===== src/rtl/logic_shift_unit_pkg.sv =====
// logic_shift_pkg: op and state encodings shared by the logic/shift unit
package logic_shift_pkg;

   typedef enum logic [2:0] {
      OP_AND = 3'b000,
      OP_OR  = 3'b001,
      OP_XOR = 3'b010,
      OP_XNOR = 3'b011,
      OP_SHL = 3'b100,
      OP_SHR = 3'b101,
      OP_ROL = 3'b110,
      OP_ROR = 3'b111
   } op_e;

   typedef enum logic [1:0] {
      S_IDLE  = 2'd0,
      S_SHIFT = 2'd1,
      S_DONE  = 2'd2
   } state_e;

   function automatic logic is_shift(input logic [2:0] op);
      return op[2];
   endfunction

endpackage


===== src/rtl/logic_shift_unit_if.sv =====
// logic_shift_unit_if: operand/result handshake bundle of the logic/shift unit
interface logic_shift_unit_if #(
   parameter int WIDTH = 4
);
   logic                   in_valid;
   logic                   in_ready;
   logic [WIDTH-1:0]       A;
   logic [WIDTH-1:0]       B;
   logic [2:0]             op;
   logic                   out_valid;
   logic                   out_ready;
   logic [2*WIDTH-1:0]     result;
   logic                   carry_out;
   logic                   zero;

   modport master (
      output in_valid, A, B, op, out_ready,
      input  in_ready, out_valid, result, carry_out, zero
   );

   modport slave (
      input  in_valid, A, B, op, out_ready,
      output in_ready, out_valid, result, carry_out, zero
   );
endinterface


===== src/rtl/logic_shift_unit_shift_step.sv =====
// shift_step: one-position shift/rotate of a WIDTH-bit word, reporting the bit that leaves
module shift_step
   import logic_shift_pkg::*;
#(
   parameter int WIDTH = 4
) (
   input  logic [WIDTH-1:0] work,
   input  logic [2:0]       op,
   output logic [WIDTH-1:0] next_work,
   output logic             out_bit
);
   logic left, rot;

   assign left      = op == OP_SHL || op == OP_ROL;
   assign rot       = op == OP_ROL || op == OP_ROR;
   assign out_bit   = left ? work[WIDTH-1] : work[0];
   // rotates feed the departing bit back in; plain shifts insert 0
   assign next_work = left ? {work[WIDTH-2:0], rot & out_bit}
                           : {rot & out_bit, work[WIDTH-1:1]};
endmodule


===== src/rtl/logic_shift_unit.sv =====
// logic_shift_unit: handshaked logic ops plus iterative one-bit-per-cycle shifts/rotates
module logic_shift_unit
   import logic_shift_pkg::*;
#(
   parameter int WIDTH   = 4,
   parameter int SHAMT_W = $clog2(WIDTH)
) (
   input logic               clk,
   input logic               rst_n,
   logic_shift_unit_if.slave bus
);
   state_e             state, state_d;
   logic [2:0]         op_q;
   logic [SHAMT_W-1:0] cnt, k;
   logic [WIDTH-1:0]   work, r_q, logic_r, accept_r, next_work;
   logic               carry_q, zero_q, out_bit, accept, last;

   assign k        = bus.B[SHAMT_W-1:0];
   assign accept   = state == S_IDLE && bus.in_valid;
   assign last     = cnt == SHAMT_W'(1);
   assign logic_r  = bus.op == OP_AND ? bus.A & bus.B :
                     bus.op == OP_OR  ? bus.A | bus.B :
                     bus.op == OP_XOR ? bus.A ^ bus.B : ~(bus.A ^ bus.B);
   // a shift with k=0 finishes immediately with r = A, so A is the accept-time result
   assign accept_r = is_shift(bus.op) ? bus.A : logic_r;

   shift_step #(.WIDTH(WIDTH)) u_step (
      .work      (work),
      .op        (op_q),
      .next_work (next_work),
      .out_bit   (out_bit)
   );

   always_ff @(posedge clk) state <= rst_n ? state_d : S_IDLE;

   always_comb begin
      state_d = state;
      case (state)
         S_IDLE:  state_d = accept ? ((is_shift(bus.op) && k != '0) ? S_SHIFT : S_DONE) : S_IDLE;
         S_SHIFT: state_d = last ? S_DONE : S_SHIFT;
         S_DONE:  state_d = bus.out_ready ? S_IDLE : S_DONE;
         default: state_d = S_IDLE;
      endcase
   end

   always_ff @(posedge clk) begin
      if (!rst_n) begin
         op_q    <= '0;
         cnt     <= '0;
         work    <= '0;
         r_q     <= '0;
         carry_q <= 1'b0;
         zero_q  <= 1'b0;
      end else if (accept) begin
         op_q    <= bus.op;
         cnt     <= is_shift(bus.op) ? k : '0;
         work    <= is_shift(bus.op) ? bus.A : '0;
         r_q     <= accept_r;
         carry_q <= 1'b0;
         zero_q  <= accept_r == '0;
      end else if (state == S_SHIFT) begin
         work    <= next_work;
         cnt     <= cnt - SHAMT_W'(1);
         r_q     <= next_work;
         carry_q <= out_bit;
         zero_q  <= next_work == '0;
      end
   end

   assign bus.in_ready  = state == S_IDLE;
   assign bus.out_valid = state == S_DONE;
   assign bus.result    = {{WIDTH{1'b0}}, r_q};
   assign bus.carry_out = carry_q;
   assign bus.zero      = zero_q;
endmodule


===== src/flat_wrapper.sv =====
// flat-port wrapper written by rule: the top's interface ports become plain ports
module logic_shift_unit_flat import logic_shift_pkg::*;
#(
   parameter int WIDTH   = 4,
   parameter int SHAMT_W = $clog2(WIDTH)
)
  (clk, rst_n, bus_in_valid, bus_A, bus_B, bus_op, bus_out_ready, bus_in_ready, bus_out_valid, bus_result, bus_carry_out, bus_zero);
  logic_shift_unit_if #(.WIDTH(WIDTH)) bus_i ();
  input logic clk;
  input logic rst_n;
  input wire logic [$bits(bus_i.in_valid)-1:0] bus_in_valid;
  input wire logic [$bits(bus_i.A)-1:0] bus_A;
  input wire logic [$bits(bus_i.B)-1:0] bus_B;
  input wire logic [$bits(bus_i.op)-1:0] bus_op;
  input wire logic [$bits(bus_i.out_ready)-1:0] bus_out_ready;
  output wire logic [$bits(bus_i.in_ready)-1:0] bus_in_ready;
  output wire logic [$bits(bus_i.out_valid)-1:0] bus_out_valid;
  output wire logic [$bits(bus_i.result)-1:0] bus_result;
  output wire logic [$bits(bus_i.carry_out)-1:0] bus_carry_out;
  output wire logic [$bits(bus_i.zero)-1:0] bus_zero;
  assign bus_i.in_valid = bus_in_valid;
  assign bus_i.A = bus_A;
  assign bus_i.B = bus_B;
  assign bus_i.op = bus_op;
  assign bus_i.out_ready = bus_out_ready;
  assign bus_in_ready = bus_i.in_ready;
  assign bus_out_valid = bus_i.out_valid;
  assign bus_result = bus_i.result;
  assign bus_carry_out = bus_i.carry_out;
  assign bus_zero = bus_i.zero;
  logic_shift_unit #(.WIDTH(WIDTH), .SHAMT_W(SHAMT_W)) u_core (.clk(clk), .rst_n(rst_n), .bus(bus_i));
endmodule

===== config.mk =====
export PLATFORM = sky130hd
export DESIGN_NAME = logic_shift_unit_flat
export DESIGN_NICKNAME = d
export VERILOG_FILES = /design/src/rtl/logic_shift_unit_pkg.sv /design/src/rtl/logic_shift_unit_if.sv /design/src/rtl/logic_shift_unit_shift_step.sv /design/src/rtl/logic_shift_unit.sv /design/src/flat_wrapper.sv
export SDC_FILE = /design/constraint.sdc
export NUM_CORES = 1
export LEC_CHECK = 0
export ABC_AREA = 1
export CORE_MARGIN = 1.5
export CORE_UTILIZATION = 49
export DETAILED_ROUTE_END_ITERATION = 10
export PLACE_DENSITY = 0.85
export RECOVER_POWER = 100
export SLEW_MARGIN = 25
export SYNTH_ARGS = -nofsm -noshare
export SYNTH_HDL_FRONTEND = slang
export SYNTH_SLANG_ARGS = --single-unit

===== constraint.sdc =====
create_clock -name clk -period 2 [get_ports clk]
set_input_delay 0.6 -clock clk [delete_from_list [all_inputs] [get_ports clk]]
set_output_delay 0.6 -clock clk [all_outputs]
set_load 0.05 [all_outputs]

======== After elaboration in Yosys (flattened, before gate mapping) ========
Cells that the tools add are included.
word-level totals
  bits in registers ....................... 17
  input port bits ......................... 15
operators by class
  $add $sub $neg .......................... 1
  eq/ne operators ......................... 8
  multiplexer cells ....................... 20
  bitwise gates (word level) .............. 6
  reductions and logical operators ........ 11
operator list
  kind                   number
  $mux W4                9
  $mux W2                7
  $eq A3 B3 Y1 const B   3
  $logic_not A4 Y1       2
  $pmux W2 S3            1
  $and A4 B4 Y4          1
  $eq A2 B1 Y1 const B   2
  $not A4 Y4             1
  $or A4 B4 Y4           1
  $reduce_bool A2 Y1     2
  $xor A4 B4 Y4          1
  $eq A3 B1 Y1 const B   1
  $eq A3 B2 Y1 const B   1
  $logic_not A3 Y1       1
  $mux W1                3
  $eq A2 B2 Y1 const B   1
  $logic_and A1 B1 Y1    2
  $logic_not A2 Y1       1
  $logic_or A1 B1 Y1     2
  $reduce_or A2 Y1       1
  $sub A2 B1 Y2 const B  1
  $and A1 B1 Y1          1
  $not A1 Y1             1

======== Logic depth before layout (Yosys ltp) ========
  depth after elaboration ................. 8
  gate-level depth with buffers ........... 11

======== Hierarchy ========
A second synthesis with hierarchy kept.
unflattened totals
  cell total of the unflattened synthesis .. 198
  area, all modules ....................... 1260.0 µm²
modules (own cells, without submodules)
  module            times used  cells an instance  area each (µm²)  seq. area each (µm²)
  logic_shift_unit  1           179                1181.1           340.3
  shift_step        1           19                 78.8             0.0

======== Least setup slack after synthesis ========
No wires, ideal clock.
  path kind ............................... flip-flop to flip-flop
  start point ............................. register u_core.state[0]
  end point ............................... register u_core.r_q[1]
  data arrival time ....................... 1.575 ns
  data required time ...................... 1.930 ns
  setup slack ............................. 0.354 ns
  cell stages (with the launch flop) ...... 9
  buffers on the path ..................... 1
  period minus slack after synthesis ...... 1.646 ns
  cell sequence ........................... dfxtp_1 -> nor2_2 -> nand2_2 -> inv_2 -> nor2_1 -> buf_2 -> nor2_1 -> nand2_1 -> a21oi_1
on the way
  cells in the longest elaborated chain, start to end .. 3
RTL lines
  element                                        line                    source
  start: declaration                             logic_shift_unit.sv:12  state_e state, state_d;
  start signal: assignment                       logic_shift_unit.sv:34  always_ff @(posedge clk) state <= rst_n ? state_d : S_IDLE;
  $logic_not A2 Y1 *                             --
  named net bus_in_ready                         flat_wrapper.sv:16      output wire logic [$bits(bus_i.in_ready)-1:0] bus_in_ready;
  $logic_and A1 B1 Y1 *                          logic_shift_unit.sv:19  assign accept = state == S_IDLE && bus.in_valid;
  $mux W4 or $reduce_bool A2 Y1 (tied branches)  --
  end signal: assignment                         logic_shift_unit.sv:58  r_q <= accept_r;
  end signal: assignment                         logic_shift_unit.sv:64  r_q <= next_work;
  end: declaration                               logic_shift_unit.sv:15  logic [WIDTH-1:0] work, r_q, logic_r, accept_r, next_work;
The timed path passes the listed nets; every way through them passes the cells marked *.
A chain may end at the register's enable or synchronous reset.

======== Worst setup path after layout ========
  start point ............................. input port bus_B[2]
  end point ............................... register u_core.zero_q (netlist: u_core.bus.zero)
on the way
  cells in the longest elaborated chain, start to end .. 8
RTL lines
  element                 line                    source
  start: declaration      flat_wrapper.sv:13      input wire logic [$bits(bus_i.B)-1:0] bus_B;
  $xor A4 B4 Y4           logic_shift_unit.sv:23  bus.op == OP_XOR ? bus.A ^ bus.B : ~(bus.A ^ bus.B);
  $not A4 Y4              logic_shift_unit.sv:23
  $mux W4                 logic_shift_unit.sv:23
  $mux W4                 logic_shift_unit.sv:22  bus.op == OP_OR ? bus.A | bus.B :
  $mux W4 *               logic_shift_unit.sv:21  assign logic_r = bus.op == OP_AND ? bus.A & bus.B :
  $mux W4 *               logic_shift_unit.sv:25  assign accept_r = is_shift(bus.op) ? bus.A : logic_r;
  $logic_not A4 Y1 *      logic_shift_unit.sv:60  zero_q <= accept_r == '0;
  $mux W1 *               logic_shift_unit.sv:54  end else if (accept) begin
  end signal: assignment  logic_shift_unit.sv:53  zero_q <= 1'b0;
  end signal: assignment  logic_shift_unit.sv:60
  end signal: assignment  logic_shift_unit.sv:66  zero_q <= next_work == '0;
  end: declaration        logic_shift_unit.sv:16  logic carry_q, zero_q, out_bit, accept, last;
Every way passes the cells marked *; elsewhere a longest branch is shown, timed or not.

==> results.toml <==
[layout]
drive_gt1_share_pct = 16.5
syn_to_final_growth_pct = 32.1
register_area_sq_um = 340
multi_input_area_sq_um = 704
final_core_util_pct = 70.3
layout_common_cells = "nand2_1, inv_1, buf_4"
fin_cells = 259
fillers = 209
final_common_cell = "nand2_1"
nets = 256
diodes = 0

[clock_tree]
htreeDepth = 1
cts_setup_buffers = 0
clock_sinks = 17
cts_buffers = 3
cts_tree = "done"
worstSkewPairLatency_ns = 0.29
cts_hold_buf = 0
cts_root_buf = "clkbuf_4"
clk_path_buf_depth = 2
post_cts.resized_instances = 0
clkTransAtPathRegs_ns = 0.09

[status]
status = "finished, final reports clean"

[floorplanning]
core-area_sq_um = 2250
die_h_microns = 52.5
die-area_sq_um = 2750
num_io_pins = 27
start_util_pct = 53.2
die_w_microns = 52.5
rows = 17

[power]
total_power_mw = 0.923
peakVddDrop_mv = 0.389
power.density_nw_per_um2 = 582
p_leak_nw = 0.786

[synth]
syn_area_per_cell_sq_um = 6.45
synth-seq-cells = 17
syn_area_sq_um = 1200
synth.area.top_cells = "dfxtp_1, nand2_1, ha_1"
yosysWarnings = 0
ys_seq_area_share_pct = 28.4
synthCells = 186
yosys.area.top_type = "dfxtp_1"
yosysUniqueCellTypes = 29
yosysTopAreaCellShare_pct = 28.4

[setup_path]
crit_buf_inv = 2
cp_top_family = "simple AND/OR/NAND/NOR gates"
startpoint = "bus_B[2]"
regToRegEndpoint = "u_core.work[3]"
worst_r2r_path_depth = 6
start_kind = "input port"
worstSetupPathType = "in2reg"
crit_path_end = "u_core.bus.zero"
path_common_cell = "nand2_1"
worst_path_max_delay_cell = "clkdlybuf4s50_1"
cp_slowest_stage_delay_ns = 0.48
worstPathMaxFanout = 2
cp_cell_sequence = "clkdlybuf4s50_1, inv_1, ha_1, nand3b_1, nand3_1, nand2_1, nand2_1, nand2_1, nor2_1, nand2_1, a21oi_2"
reg2reg_from = "u_core.state[1]"
cp.required_ns = 2.23
cp.arrival_ns = 2.13
endpoint_kind = "flop"
worst-path-stages = 11
regToRegSetupSlack_ns = 0.46

[global_routing]
grt_use_met2_pct = 48.8
use_met1_pct = 27.6
grt_pass1_vias = 1292
grt_usage_pct = 25.4
busiest_layer = "met2"
antenna_found_initial = 0
grt_overflow = 0
met3_usage_pct = 2.57
grt_pass1_wl_microns = 5210
grt_max_degree = 13

[timing]
rsz0062_at_grt = "false"
fin_crit_sh_pct = 94.7
slew_headroom_pct = 60.7
worstMarginPinSlew_ns = 0.593
finalMaxSlewViolations = 0
fin_skew_ns = 0.00225
period_minus_slack_ns = 1.89
finalSetupViolCount = 0
fmax_mhz = 528
hold_viol = 0

[drt]
first_pass_iters = 4
viasPerCell = 5.13
routed_wl_microns = 3010
drt_iter0_drc = 26
wl_per_cell_microns = 11.6
vias = 1329
drc_errors = 0
antenna_left = 0

[placement]
dp.cells = 255
routabilityCongestion = 0.866
dp_hpwl_microns = 2400
io_buffers = 22

[hold_path]
hp-class = "reg2reg"

[run]
drv.max_cap_violation_count = 0
state kept, by name, summed over array words and instances, names as in the netlist:
register              flops
u_core.bus.zero           1
u_core.state              2
u_core.cnt                2
u_core.bus.carry_out      1
u_core.work               4
u_core.op_q               3
u_core.r_q                4
kinds of logic (layout without fill, tap and decap cells):
family | count (synthesis) | in the layout | synth area share [%]
xor+xnor | 1 | 1 | 0.730
other cells | 1 | 4 | 0.313
fa+ha+maj | 9 | 9 | 9.38
buf+inv | 41 | 83 | 14.7
simple gates | 84 | 84 | 30.4
compound gates | 33 | 33 | 16.1
flops | 17 | 17 | 28.4
worst min-delay path by stage:
stage	from	endpoint	cells after the start	slack [ns]
after floorplan	u_core.work[1]	u_core.work[1]	2	0.44
after global placement	u_core.work[1]	u_core.work[1]	2	0.45
after detailed placement	u_core.r_q[1]	u_core.r_q[1]	2	0.46
after CTS	u_core.r_q[1]	u_core.r_q[1]	2	0.47
after global routing	u_core.r_q[1]	u_core.r_q[1]	2	0.49
final	u_core.r_q[1]	u_core.r_q[1]	2	0.47
per-layer routing:
layer	up-vias	wire length, microns
li1	680	-
met1	600	1260
met2	43	1580
met3	6	120
met4	0	47
met5	-	0
worst register-to-register path: stages (launching register included):
cell      delay, ns
dfxtp_1        0.33
nor2_2         0.12
nand2_1        0.15
inv_1          0.14
clkbuf_1       0.39
nand3_1        0.16
a31oi_1        0.19
stage by stage:
| step | instance area (sq um) | hold slack (ns) | TNS (ns) | setup slack (ns) |
|---|---|---|---|---|
| after CTS | 1620 | 0.472 | 0 | 0.0994 |
| after global placement | 1590 | 0.454 | -0.402 | -0.150 |
| after detailed placement | 1590 | 0.458 | -0.564 | -0.196 |
| after global routing | 1590 | 0.491 | 0 | 0.000121 |
| final | 1590 | 0.469 | 0 | 0.106 |
| after floorplan | 1210 | 0.445 | 0 | 0.354 |
cell usage after synthesis:
library cell,count
xor2_1,1
buf_4,5
nand3b_1,2
inv_2,6
a221oi_1,1
a211oi_1,1
nand2_2,1
nand2_1,47
o21ai_1,1
a31oi_1,7
nor2_2,3
ha_1,9
nand4_1,1
nand3_1,13
buf_2,3
a21oi_1,12
dfxtp_1,17
nor2_1,14
o211ai_1,2
a21oi_2,1
nand3_2,1
o22a_1,1
nor3_1,1
nor3_2,1
clkinv_1,1
conb_1,1
inv_1,25
clkbuf_1,1
o21ai_0,7
final cells by class:
| cell class | count | share of cell area, % |
|---|---|---|
| repair buffers | 47 | 22.7 |
| well taps | 28 | 2.21 |
| clock buffers | 4 | 1.66 |
| flip-flops and latches | 17 | 21.5 |
| multi-input cells | 131 | 44.4 |
| inverters | 32 | 7.58 |
where the power goes:
group / switching [mW] / internal, mW / total (mW)
logic: 0.220 / 0.131 / 0.352
registers: 0.0214 / 0.368 / 0.389
clock network: 0.105 / 0.0776 / 0.182
total: 0.346 / 0.577 / 0.923
Power figures use the tool's default switching activity.
